### src/rtl/ntt_seq_ctrl.sv
// rtl/ntt_seq_ctrl.sv - sequential 8-point 8-bit modular NTT/INTT controller
// Optional first-beat parameter checking is enabled by `NTT_SEQ_PARAM_CHECK_EN.
module ntt_seq_ctrl (
    input  logic       clk,
    input  logic       rst,
    input  logic       mode,
    input  logic [7:0] omega,
    input  logic [7:0] invOmega,
    input  logic [7:0] invN,
    input  logic [7:0] mod,
    input  logic       in_valid,
    output logic       in_ready,
    input  logic [7:0] in_data,
    output logic       out_valid,
    input  logic       out_ready,
    output logic [7:0] out_data,
    output logic       out_last,
    output logic       busy,
    output logic       err
);
    typedef enum logic [2:0] {S_IDLE, S_LOAD, S_MAC, S_FIN, S_OUT} state_t;

    state_t      r_state;
    state_t      w_next;
    logic        r_mode;
    logic [7:0]  r_omega;
    logic [7:0]  r_inv_omega;
    logic [7:0]  r_inv_n;
    logic [7:0]  r_mod;
    logic [7:0]  r_x [8];
    logic [7:0]  r_y [8];
    logic [2:0]  r_i;
    logic [2:0]  r_j;
    logic [2:0]  r_k;
    logic [7:0]  r_acc;
    logic [7:0]  r_fac;
    logic [7:0]  r_step;
    logic        r_discard;
    logic        w_accept;
    logic        w_out_fire;
    logic        w_bad;
    logic [7:0]  w_root;
    logic [15:0] w_prod;
    logic [16:0] w_sum;

    function automatic logic [7:0] f_mulmod(input logic [7:0] a, input logic [7:0] b,
                                            input logic [7:0] m);
        logic [15:0] p;
        p = {8'd0, a} * {8'd0, b};
        return 8'(p % {8'd0, m});
    endfunction

    assign w_accept   = in_valid && in_ready;
    assign w_out_fire = out_valid && out_ready;
    assign w_root     = r_mode ? r_inv_omega : r_omega;
    assign w_prod     = {8'd0, r_x[r_j]} * {8'd0, r_fac};
    // Full 17-bit sum keeps x[j] >= mod reducing correctly.
    assign w_sum      = {9'd0, r_acc} + {1'b0, w_prod};

`ifdef NTT_SEQ_PARAM_CHECK_EN
    logic r_err;
    assign w_bad = (mod < 8'd2) || (invN >= mod);
    assign err   = r_err;
    always_ff @(posedge clk) begin
        if (rst)
            r_err <= 1'b0;
        else if (r_state == S_IDLE && w_accept && w_bad)
            r_err <= 1'b1;
    end
`else
    assign w_bad = 1'b0;
    assign err   = 1'b0;
`endif

    always_ff @(posedge clk) begin
        if (rst) r_state <= S_IDLE;
        else     r_state <= w_next;
    end

    always_comb begin
        w_next = r_state;
        case (r_state)
            S_IDLE:  if (w_accept) w_next = S_LOAD;
            S_LOAD:  if (w_accept && r_j == 3'd7) w_next = r_discard ? S_IDLE : S_MAC;
            S_MAC:   if (r_j == 3'd7) w_next = S_FIN;
            S_FIN:   w_next = (r_i == 3'd7) ? S_OUT : S_MAC;
            S_OUT:   if (w_out_fire && r_k == 3'd7) w_next = S_IDLE;
            default: w_next = S_IDLE;
        endcase
    end

    always_comb begin
        in_ready  = 1'b0;
        out_valid = 1'b0;
        out_data  = 8'd0;
        out_last  = 1'b0;
        busy      = 1'b1;
        case (r_state)
            S_IDLE: begin
                in_ready = 1'b1;
                busy     = 1'b0;
            end
            S_LOAD: in_ready = 1'b1;
            S_OUT: begin
                out_valid = 1'b1;
                out_data  = r_y[r_k];
                out_last  = (r_k == 3'd7);
            end
            default: ;
        endcase
    end

    always_ff @(posedge clk) begin
        if (rst) begin
            r_mode      <= 1'b0;
            r_omega     <= 8'd0;
            r_inv_omega <= 8'd0;
            r_inv_n     <= 8'd0;
            r_mod       <= 8'd0;
            r_i         <= 3'd0;
            r_j         <= 3'd0;
            r_k         <= 3'd0;
            r_acc       <= 8'd0;
            r_fac       <= 8'd0;
            r_step      <= 8'd0;
            r_discard   <= 1'b0;
            for (int n = 0; n < 8; n++) begin
                r_x[n] <= 8'd0;
                r_y[n] <= 8'd0;
            end
        end else begin
            case (r_state)
                S_IDLE: if (w_accept) begin
                    r_mode      <= mode;
                    r_omega     <= omega;
                    r_inv_omega <= invOmega;
                    r_inv_n     <= invN;
                    r_mod       <= mod;
                    r_x[0]      <= in_data;
                    r_j         <= 3'd1;
                    r_discard   <= w_bad;
                end
                S_LOAD: if (w_accept) begin
                    r_x[r_j] <= in_data;
                    r_j      <= r_j + 3'd1;
                    if (r_j == 3'd7) begin
                        r_i    <= 3'd0;
                        r_acc  <= 8'd0;
                        r_fac  <= 8'd1;
                        r_step <= 8'd1;
                    end
                end
                S_MAC: begin
                    r_acc <= 8'(w_sum % {9'd0, r_mod});
                    r_fac <= f_mulmod(r_fac, r_step, r_mod);
                    r_j   <= r_j + 3'd1;
                end
                S_FIN: begin
                    r_y[r_i] <= r_mode ? f_mulmod(r_inv_n, r_acc, r_mod) : r_acc;
                    // step walks w^i so the next row's fac sequence is w^(i*j)
                    r_step   <= f_mulmod(r_step, w_root, r_mod);
                    r_acc    <= 8'd0;
                    r_fac    <= 8'd1;
                    r_j      <= 3'd0;
                    r_i      <= r_i + 3'd1;
                end
                S_OUT: if (w_out_fire) r_k <= r_k + 3'd1;
                default: ;
            endcase
        end
    end
endmodule

### config.mk
export PLATFORM = sky130hd
export DESIGN_NAME = ntt_seq_ctrl
export DESIGN_NICKNAME = d
export VERILOG_FILES = /design/src/rtl/ntt_seq_ctrl.sv
export SDC_FILE = /design/constraint.sdc
export NUM_CORES = 2
export LEC_CHECK = 0
export ABC_AREA = 0
export ABC_CLOCK_PERIOD_IN_PS = 65500
export BUFFER_PORTS_ARGS = -buffer_cell sky130_fd_sc_hd__buf_2
export CORE_MARGIN = 8
export CORE_UTILIZATION = 61
export DETAILED_ROUTE_END_ITERATION = 7
export PLACE_DENSITY = 0.78
export SETUP_SLACK_MARGIN = 0.5
export SLEW_MARGIN = 0
export SYNTH_ARGS = -nofsm -noshare
export SYNTH_HDL_FRONTEND = slang
export SYNTH_SLANG_ARGS = --single-unit
### constraint.sdc
create_clock -name clk -period 65.5 [get_ports clk]
set_input_delay 13.1 -clock clk [delete_from_list [all_inputs] [get_ports clk]]
set_output_delay 13.1 -clock clk [all_outputs]
set_load 0.005 [all_outputs]
==> impl_summary.md <==
Status
The run finished with clean final reports.

Clocking
The clock root buffer is sky130_fd_sc_hd__clkbuf_16. The number of buffers added for setup after CTS is 0. In this run the number of H-tree levels came out at 1. The number of buffers inserted during clock tree synthesis is 22. The number of buffers on the longest clock path is 3. TritonCTS built the clock tree. After clock tree synthesis, the repair step resized 0 gates.

In this run, post-CTS hold repair placed 0 buffers. Counting every sink on the clock net gives 203. The clock latency of the later-clocked register in the worst-skew pair is 520 ps.

Clock-pin slew was measured on the worst setup and hold paths at 60 ps.

Die
The initial utilization of the core area, before any placement, comes to 0.613. 58 I/O pins were placed. The total die area is 0.0743 mm^2. From bottom edge to top edge, the die measures 273 um. The core region is 0.0655 mm^2. In this run the core area contains 94 standard-cell rows.

In this run the horizontal extent of the chip is 273 um.

Route
After detailed routing, the number of vias per cell comes to 6.45. In the final routed layout, each cell accounts on average for 18.3 um. The vias after detailed routing is 36900.

The remaining antenna violation count after routing is 0. For this run, design rule violations remaining after detail routing come to 0. For this block, the initial DRC count from the detailed router was 2847. The aggregate routed wire length is 105000 um. Before antenna repair, the detailed router went through 6 iterations.

STA
The total negative slack for setup checks is 0 ps. The worst pin sits at a relative slew slack of 0.247. The actual transition at the worst max-transition pin is 1130 ps. The final critical delay including setup and external delays is 42800 ps. Setup violations remaining at the end of the flow were counted as 0. The peak clock frequency supported by timing is 0.0234 GHz. The final number of max-transition violations is 0. The number of endpoints with negative hold slack in the final report is 0. The final worst-path cycle share is 0.654. The post-route clock skew is 25.4 ps. Setup repair after global routing left no endpoint under its margin.

Global route
The initial antenna violation count is 3. The pin count of the biggest net entering global routing is 60. The first global-routing pass estimated 173000 um of wire. The total overflow left after global routing is 0. The number of global-route vias before repair is 35300. The global-route total usage across every layer is 0.272.

Setup path
The combined buffer and inverter count along the critical path is 5. On the worst path, the slowest cell contributes a delay of 980 ps. STA classifies the critical path startpoint as a flop. The largest fanout on the critical path is 19. Data arrives at the worst endpoint at 43180 ps. The required time of the worst setup path is 65870 ps. The critical path capture point type is a flop. The worst setup path category is reg2reg. The cell with the largest stage delay on the worst path is sky130_fd_sc_hd__dfxtp_1. Among the stages of the critical path, the cell type that occurs most often is sky130_fd_sc_hd__o21a_1. Broken down by cell family, the worst path's largest delay share belongs to compound AO/OA/AOI/OAI gates.

Logic synthesis
The share of the Yosys chip area taken by registers is 0.133. The number of different library cells used by synthesis comes to 119. Summing every instance area after synthesis gives 0.0402 mm^2. Synthesis produced a netlist with a net count of 5627.

The async set-reset flop share out of synthesis is 0. The synthesized area divided by synthesized cell count is 8.27 um^2. In this run, synthesis produced a sequential element count of 203.

Among all flip-flop cells after synthesis, the most frequent one is sky130_fd_sc_hd__edfxtp_1. In the synthesized netlist, the number of instances is 4856. The count of flip-flops with a built-in enable after synthesis is 128. For this run, the number of Yosys warnings is 0.

Final layout
The layout has 5628 filler cells. The library cells used most frequently in the layout, excluding fill and tap cells, are sky130_fd_sc_hd__ha_1, sky130_fd_sc_hd__nand2_1, sky130_fd_sc_hd__nor2_1. Leaving out fill and tap cells, the most frequent cell in the layout is sky130_fd_sc_hd__ha_1.

The post-synthesis to final-layout area growth is 4.61%. The number of nets in the final layout is 5615. Of the cells placed in the final design, the portion with a size suffix greater than 1 is 0.0782.

Job
The max-capacitance violation count is 0.

Place
After legalization and detailed placement, the total HPWL measured 82700 um. The weighted congestion reported at the end of routability-driven placement is 0.939. Input and output buffers added on the ports amount to 56.

Hold path
The path type of the worst min-delay path is reg2reg.
## sequential cells by signal, indices dropped and copies added (netlist names), named ones only
signal,count
r_acc,8
r_mod,8
r_i,3
r_mode,1
r_inv_n,8
r_inv_omega,8
r_j,3
r_x,64
r_state,3
r_omega,8
r_step,8
r_fac,8
r_y,64
r_k,3
## worst paths after layout
check             slack (ps)                 endpoint  cells past startpoint               startpoint
hold / removal           470  r_omega[2]$_SDFFE_PP0P_                      1  r_omega[2]$_SDFFE_PP0P_
setup / recovery       22700    r_acc[5]$_SDFFE_PP0P_                    169                     flop
hold reg to reg          470  r_omega[2]$_SDFFE_PP0P_                      1  r_omega[2]$_SDFFE_PP0P_
setup reg to reg       22700    r_acc[5]$_SDFFE_PP0P_                    169                     flop
## per-layer routing
metal	vias to the layer above	GRT usage	share of wire
met3	181	0.0288	0.064
met5	-	0	0
li1	18100	-	-
met1	17600	0.372	0.45
met4	0	0.0838	0.033
met2	1096	0.450	0.45
## kinds of logic (layout without fill, tap and decap cells)
kind of cell,count (synthesis),in the layout,share of synthesized area
flip-flops,203,203,0.133
AND/OR/NAND/NOR,1698,1698,0.214
multiplexers,248,248,0.0757
buffers and inverters,431,435,0.0412
other,1,2,0.0000934
AO/OA/AOI/OAI,1365,1365,0.241
adder cells (fa/ha/maj),728,728,0.256
XOR/XNOR,182,182,0.0397
## cell type report
class / instances / area [um^2] / area share
diodes: 1 / 2.50 / 0.0000596
clock buffers: 29 / 598 / 0.0142
clock inverters: 11 / 91.3 / 0.00217
inverters: 299 / 1130 / 0.0268
multi-input cells: 4222 / 33200 / 0.790
flip-flops and latches: 203 / 5350 / 0.127
well taps: 864 / 1080 / 0.0257
repair buffers: 96 / 581 / 0.0138
## cell usage after synthesis, types with 19 or more instances
master | instances | area (um^2)
sky130_fd_sc_hd__edfxtp_1 | 128 | 3840
sky130_fd_sc_hd__nand3_1 | 67 | 335
sky130_fd_sc_hd__a21boi_0 | 19 | 143
sky130_fd_sc_hd__nand2_1 | 390 | 1460
sky130_fd_sc_hd__a21o_1 | 127 | 953
sky130_fd_sc_hd__or4_1 | 22 | 165
sky130_fd_sc_hd__xor2_1 | 82 | 718
sky130_fd_sc_hd__ha_1 | 570 | 7130
sky130_fd_sc_hd__mux2i_1 | 94 | 941
sky130_fd_sc_hd__and3_1 | 35 | 219
sky130_fd_sc_hd__nand2b_1 | 83 | 519
sky130_fd_sc_hd__or2_2 | 35 | 219
sky130_fd_sc_hd__dfxtp_1 | 75 | 1500
sky130_fd_sc_hd__o21ai_0 | 215 | 1080
sky130_fd_sc_hd__a211oi_1 | 86 | 646
sky130_fd_sc_hd__clkbuf_1 | 108 | 405
sky130_fd_sc_hd__nor4_1 | 20 | 125
sky130_fd_sc_hd__nor2b_1 | 85 | 532
sky130_fd_sc_hd__mux2_2 | 120 | 1350
sky130_fd_sc_hd__or3_1 | 55 | 344
sky130_fd_sc_hd__and2_1 | 200 | 1250
sky130_fd_sc_hd__a21oi_1 | 230 | 1150
sky130_fd_sc_hd__xnor2_1 | 100 | 876
sky130_fd_sc_hd__fa_1 | 156 | 3120
sky130_fd_sc_hd__nor3_1 | 241 | 1210
sky130_fd_sc_hd__o31a_1 | 22 | 193
sky130_fd_sc_hd__o21a_1 | 227 | 1700
sky130_fd_sc_hd__o211ai_1 | 40 | 300
sky130_fd_sc_hd__a31oi_1 | 21 | 131
sky130_fd_sc_hd__mux4_2 | 32 | 721
sky130_fd_sc_hd__nor2_1 | 354 | 1330
sky130_fd_sc_hd__inv_1 | 297 | 1110
sky130_fd_sc_hd__nand4_1 | 44 | 275
sky130_fd_sc_hd__a22o_1 | 41 | 359
sky130_fd_sc_hd__o31ai_1 | 79 | 593
## per-stage QoR
| stage | hold slack, ps | utilization | cell area (um^2) | std cells | setup WS (ps) |
|---|---|---|---|---|---|
| final | 472 | 0.641 | 42000 | 5725 | 22700 |
| after global routing | 488 | 0.641 | 42000 | 5724 | 18890 |
| after CTS | 474 | 0.641 | 42000 | 5724 | 23290 |
| after detailed placement | 460 | 0.631 | 41300 | 5684 | 23440 |
| after global placement | 453 | 0.631 | 41300 | 5684 | 24680 |
| after floorplan | 437 | - | 40200 | 4856 | 27350 |
## worst register-to-register path, delay by kind of cell (launching register included)
kind / cells / cell delay (ps)
AOI/OAI and AO/OA: 95 / 22150
and+or+nand+nor: 39 / 9010
adders and majority gates: 22 / 7430
muxes: 7 / 2570
DFF: 1 / 980
buffers and inverters: 5 / 280
xor gates and xnor gates: 1 / 240
Power is not shown: default switching activity piles up to over one toggle a cycle in this logic, so the estimate is an artifact.
